**src/rtl/phy_tx_lane_arbiter_pkg.sv**
```systemverilog
// Shared definitions for the phy_tx lane arbiter: lane count, default idle
// symbol and FSM state encoding.
package phy_tx_lane_arbiter_pkg;

   localparam int         NUM_LANES           = 4;
   localparam logic [7:0] IDLE_SYMBOL_DEFAULT = 8'hBC;

   typedef enum logic [1:0] {
      ST_TRAIN = 2'd0,
      ST_IDLE  = 2'd1,
      ST_BURST = 2'd2
   } state_t;

endpackage

```
**src/rtl/phy_tx_lane_arbiter_rr_pick4.sv**
```systemverilog
// rr_pick4: combinational rotating-priority picker over four request bits.
// Lane 'start' has highest priority, then start+1, start+2, start+3 (mod 4).
module rr_pick4 (
   input  logic [3:0] req,
   input  logic [1:0] start,
   output logic       found,
   output logic [1:0] idx
);

   logic [7:0] req_dbl;
   logic [3:0] rot;

   // Duplicate the request vector so a rotation is just a 4-bit window.
   assign req_dbl = {req, req};
   assign rot     = req_dbl[start +: 4];

   // Priority-encode the rotated window, then rotate the offset back.
   always_comb begin
      // NOTE: every output gets a default before the if-chain so no latch is inferred.
      found = |rot;
      idx   = start;
      if (rot[0])      idx = start;
      else if (rot[1]) idx = start + 2'd1;
      else if (rot[2]) idx = start + 2'd2;
      else if (rot[3]) idx = start + 2'd3;
   end

endmodule

```
**src/rtl/phy_tx_lane_arbiter.sv**
```systemverilog
// phy_tx_lane_arbiter: merges four byte-wide requester streams into the
// registered phy_tx byte lane. After reset an idle-symbol training window
// runs, then lanes are served round-robin in bursts of up to MAX_BURST bytes.
// Optional feature macro: PHY_TX_LANE_TAG_EN adds the registered lane_id_out.
module phy_tx_lane_arbiter
   import phy_tx_lane_arbiter_pkg::*;
#(
   parameter int         TRAIN_CYCLES = 8,
   parameter int         MAX_BURST    = 4,
   parameter logic [7:0] IDLE_SYMBOL  = IDLE_SYMBOL_DEFAULT
) (
   input  logic       clk_8f,
   input  logic       reset,
   input  logic [7:0] data_in0,
   input  logic [7:0] data_in1,
   input  logic [7:0] data_in2,
   input  logic [7:0] data_in3,
   input  logic       valid_in0,
   input  logic       valid_in1,
   input  logic       valid_in2,
   input  logic       valid_in3,
   output logic       ready_out0,
   output logic       ready_out1,
   output logic       ready_out2,
   output logic       ready_out3,
   output logic [7:0] data_out0,
   output logic       valid_out0
`ifdef PHY_TX_LANE_TAG_EN
   ,
   output logic [1:0] lane_id_out
`endif
);

   localparam int BW = $clog2(MAX_BURST + 1);
   localparam int TW = ($clog2(TRAIN_CYCLES + 1) > 1) ? $clog2(TRAIN_CYCLES + 1) : 1;
   localparam logic [BW-1:0] MAX_BURST_C = BW'(MAX_BURST);
   // With TRAIN_CYCLES=0 the last count is 0, so TRAIN still lasts one cycle.
   localparam logic [TW-1:0] TRAIN_LAST  = (TRAIN_CYCLES == 0) ? TW'(0) : TW'(TRAIN_CYCLES - 1);

   state_t          state, state_nxt;
   logic [1:0]      owner;
   logic [BW-1:0]   burst_cnt, burst_nxt;
   logic [TW-1:0]   train_cnt;
   logic [3:0]      valid_vec;
   logic [7:0]      data_arr [NUM_LANES];
   logic            pick_found;
   logic [1:0]      pick_idx;
   logic            grant_any;
   logic [1:0]      grant_idx;
   logic [3:0]      ready_vec;

   assign valid_vec   = {valid_in3, valid_in2, valid_in1, valid_in0};
   assign data_arr[0] = data_in0;
   assign data_arr[1] = data_in1;
   assign data_arr[2] = data_in2;
   assign data_arr[3] = data_in3;

   // Search begins one past the last owner so every lane gets its turn.
   rr_pick4 u_pick (
      .req   (valid_vec),
      .start (owner + 2'd1),
      .found (pick_found),
      .idx   (pick_idx)
   );

   // Grant selection: continue the owner's burst if allowed, else hand over.
   always_comb begin
      grant_any = 1'b0;
      grant_idx = owner;
      burst_nxt = burst_cnt;
      if (reset && state != ST_TRAIN) begin
         if (state == ST_BURST && valid_vec[owner] && burst_cnt < MAX_BURST_C) begin
            grant_any = 1'b1;
            grant_idx = owner;
            burst_nxt = burst_cnt + BW'(1);
         end else if (pick_found) begin
            grant_any = 1'b1;
            grant_idx = pick_idx;
            burst_nxt = BW'(1);
         end
      end
   end

   // State register.
   always_ff @(posedge clk_8f) begin
      // NOTE: reset is sampled on the clock edge (synchronous), and sequential state uses <= only.
      if (!reset) state <= ST_TRAIN;
      else        state <= state_nxt;
   end

   // Next-state logic.
   always_comb begin
      state_nxt = state;
      unique case (state)
         ST_TRAIN: if (train_cnt == TRAIN_LAST) state_nxt = ST_IDLE;
         ST_IDLE:  if (grant_any)               state_nxt = ST_BURST;
         ST_BURST: if (!grant_any)              state_nxt = ST_IDLE;
         default:                               state_nxt = ST_TRAIN;
      endcase
   end

   // FSM outputs: one-hot ready toward the granted requester.
   always_comb begin
      ready_vec = 4'b0000;
      if (grant_any) ready_vec[grant_idx] = 1'b1;
   end

   assign ready_out0 = ready_vec[0];
   assign ready_out1 = ready_vec[1];
   assign ready_out2 = ready_vec[2];
   assign ready_out3 = ready_vec[3];

   // Arbitration bookkeeping: training counter, owner pointer, burst length.
   always_ff @(posedge clk_8f) begin
      if (!reset) begin
         train_cnt <= '0;
         owner     <= 2'd3;
         burst_cnt <= '0;
      end else begin
         if (state == ST_TRAIN) train_cnt <= train_cnt + TW'(1);
         if (grant_any) begin
            owner     <= grant_idx;
            burst_cnt <= burst_nxt;
         end
      end
   end

   // Output register feeding the stage-2 flop; idle symbol when nothing moves.
   always_ff @(posedge clk_8f) begin
      if (!reset) begin
         data_out0  <= 8'h00;
         valid_out0 <= 1'b0;
      end else if (grant_any) begin
         data_out0  <= data_arr[grant_idx];
         valid_out0 <= 1'b1;
      end else begin
         data_out0  <= IDLE_SYMBOL;
         valid_out0 <= 1'b0;
      end
   end

`ifdef PHY_TX_LANE_TAG_EN
   // Lane tag travels with the byte and holds while the lane is idle.
   always_ff @(posedge clk_8f) begin
      if (!reset)         lane_id_out <= 2'd0;
      else if (grant_any) lane_id_out <= grant_idx;
   end
`endif

endmodule

```
**config.mk**
```make
export PLATFORM = sky130hd
export DESIGN_NAME = phy_tx_lane_arbiter
export DESIGN_NICKNAME = d
export VERILOG_FILES = /design/src/rtl/phy_tx_lane_arbiter_pkg.sv /design/src/rtl/phy_tx_lane_arbiter_rr_pick4.sv /design/src/rtl/phy_tx_lane_arbiter.sv
export SDC_FILE = /design/constraint.sdc
export NUM_CORES = 1
export LEC_CHECK = 0
export ABC_CLOCK_PERIOD_IN_PS = 2800
export CAP_MARGIN = 25
export CORE_MARGIN = 8
export CORE_UTILIZATION = 47
export DETAILED_ROUTE_END_ITERATION = 16
export GPL_ROUTABILITY_DRIVEN = 1
export MAX_ROUTING_LAYER = met4
export PLACE_DENSITY = 0.78
export SYNTH_ARGS = -nofsm -noshare
export SYNTH_HDL_FRONTEND = slang
export SYNTH_SLANG_ARGS = --single-unit
```
**constraint.sdc**
```tcl
create_clock -name clk_8f -period 2.8 [get_ports clk_8f]
set_input_delay 0.56 -clock clk_8f [delete_from_list [all_inputs] [get_ports clk_8f]]
set_output_delay 0.56 -clock clk_8f [all_outputs]
set_load 0.005 [all_outputs]
```
==> reports/metrics.csv <==
metric,value,unit
slowest_stage,mux4_2,
cts_max_level,1,
clk_pin_slew,110,ps
cts_buffers,3,
rsz0062_at_grt,false,
cts_num_sinks,20,
diodes,0,
die_area,5710,µm²
slew-limit-headroom,67.6,%
instances_no_fill,321,
final_max_slew_viol_count,0,
vias,1860,
ys_async_sr_fraction,0,%
antenna_found_initial,0,
hpwl,3690,µm
routed_wl,4880,µm
crit_chain,clkdlybuf4s15_1 > mux4_2 > and2_4 > o21a_1 > nand2b_4 > nor2_2 > clkdlybuf4s15_2,
finish.utilization,70.3,%
max_clock_freq,366,MHz
initial_utilization,49.6,%
io_pins,51,
placement.cell_area,2270,µm²
routabilityCongestion,0.854,
ys_types,53,
syn_inst,219,
grt_pass1_vias,1724,
min_path_type,reg -> reg,
finalInstanceArea,2370,µm²
clk_latency,300,ps
grt_pass1_wl,8020,µm
status,completed,
cp.required,2240,ps
area_growth,42.0,%
grt.total_usage,18.1,%
vias_per_cell,5.79,
cts_setup_buffers,0,
synth-seq-cells,20,
place_ws,-623,ps
drt_iter0_drc,140,
max_slew.worst_pin.slew,484,ps
power_per_cell_area,288,nW/µm²
routedWlPerCell,15.2,µm
cts_buffer_depth,2,
cap_violations,0,
crit_fanout,6,
syn_area_per_cell,7.61,µm²
drt_first_pass_iters,4,
grt_max_degree,34,
die_w,75.5,µm
final_nets,316,
layout_min_cycle_time,2730,ps
drc,0,
crit_path_end_kind,output port,
p_leak,0.892,nW
rows,21,
path_class,in -> out,
cp-start-kind,input port,
ant_nets,0,
vdd.ir_drop.worst,0.242,mV
seq_area_frac_synth,24.0,%
core_area,3360,µm²
fp.dieH,75.5,µm
fin_crit_sh,97.5,%
syn-num-nets,259,
placedCellCount,317,
drive_above_1_share,19.6,%
yosysWarnings,0,
cts_tree,yes,
grt_overflow,0,
synth_edf_count,0,
critical_path_arrival,2170,ps
finalHoldViolations,0,
cpPeakStageDelay,500,ps
setup_ws,69.7,ps
setup_viol,0,
skew,5.37,ps
port_buffers,50,
synth_flop_cell,dfxtp_1,
clockRootBuffer,clkbuf_4,
synthesis.area,1670,µm²
==> placed cells by master (no fill, tap or decap), types with 3 or more instances in the layout <==
cell             count
clkbuf_2             3
clkbuf_4             3
nor2_1               6
a22oi_1             13
dfxtp_1             18
buf_4               20
a211oi_1             6
nor3b_1              3
and2_1               4
a311oi_1             6
nand2_1             44
o21ai_1              5
nand2b_1             3
o2111ai_1            5
clkdlybuf4s50_1     42
nand3_1              5
o22ai_1              4
xnor2_1              4
clkdlybuf4s15_1      3
o21ai_0              7
a2111o_1             5
nor3_1              11
nor4_1               5
==> area by class of cell <==
| cell class | count | area [µm²] |
|---|---|---|
| Multi-Input combinational cell | 176 | 1190 |
| Fill cell | 294 | 997 |
| Timing Repair Buffer | 71 | 643 |
| Sequential cell | 20 | 405 |
| Tap cell | 46 | 57.6 |
| Clock inverter | 1 | 30.0 |
| Clock buffer | 3 | 22.5 |
| Inverter | 4 | 15.0 |
==> cell usage after synthesis (all sizes together) (2+ instances only) <==
library cell	count	area share, %
nand2	47	11
dfxtp	20	24
a22oi	13	5.9
o21ai	13	3.9
buf	12	5.2
nor3	11	3.3
nor2	9	3.5
clkbuf	7	1.6
a211oi	6	2.7
a311oi	6	3.2
nand3	6	2.6
xnor2	6	3.2
a2111o	5	3.4
and2	5	2.0
nor4	5	1.9
o2111ai	5	2.6
nand2b	4	1.5
o22ai	4	1.5
a21oi	3	1.1
inv	3	0.68
nor3b	3	1.4
ha	2	1.5
nand4	2	0.75
nor2b	2	0.75
o211a	2	1.2
o211ai	2	0.90
or4	2	1.1
==> power breakdown <==
group          leakage, nW  switching, W  internal (W)
Combinational        0.701     0.0000625     0.0000863
Clock               0.0279     0.0000909      0.000145
Sequential           0.163    0.00000489      0.000292
==> worst max-delay path: cells and delay by family <==
kind / cells / cell delay (ps)
multiplexers: 1 / 500
AO/OA/AOI/OAI: 1 / 210
buffers and inverters: 2 / 460
AND/OR/NAND/NOR: 3 / 440
==> layer usage <==
layer,global-route usage (%),wire length (µm),vias up
met2,29.4,2470,56
met5,-,0,-
met1,22.2,2150,865
li1,-,-,935
met3,4.61,212,4
met4,3.20,45,0
==> repair_timing <==
item,CTS,global route
cloned,0,0
endpoints found under the setup margin,4,4
pin swaps,3,7
hold buffers,0,0
resized for setup,17,22
==> flip-flops by register name, summed over array words and instances, names as in the netlist <==
register,cells
data_out0,8
train_cnt,4
burst_cnt,3
owner,2
state,2
valid_out0,1
==> cells by family (layout without fill, tap and decap cells) <==
logic type / after synthesis / after routing / synth area share [%]
AND/OR/NAND/NOR: 101 / 101 / 32.2
AO/OA/AOI/OAI: 65 / 65 / 29.2
buffers and inverters: 23 / 79 / 7.66
flip-flops: 20 / 20 / 24.0
XOR/XNOR: 6 / 6 / 3.15
adder cells (fa/ha/maj): 2 / 2 / 1.50
multiplexers: 2 / 2 / 2.25
==> through the flow <==
stage / setup TNS, ps / hold WS (ps) / power, W
floorplan: 0 / 461 / 0.000366
global placement: -2450 / 472 / 0.000450
detailed placement: -2740 / 499 / 0.000452
CTS: 0 / 515 / 0.000685
global route: 0 / 551 / 0.000713
finish: 0 / 512 / 0.000681
==> path summary, 6_finish.rpt <==
kind | from | to | slack [ps] | cells after the start
min reg2reg | train_cnt[1] | train_cnt[1] | 510 | 2
max reg2reg | owner[0] | data_out0[2] | 630 | 8
max | valid_in0 | ready_out2 | 70 | 7
min | train_cnt[1] | train_cnt[1] | 510 | 2
(Power assumes the default switching activity.)
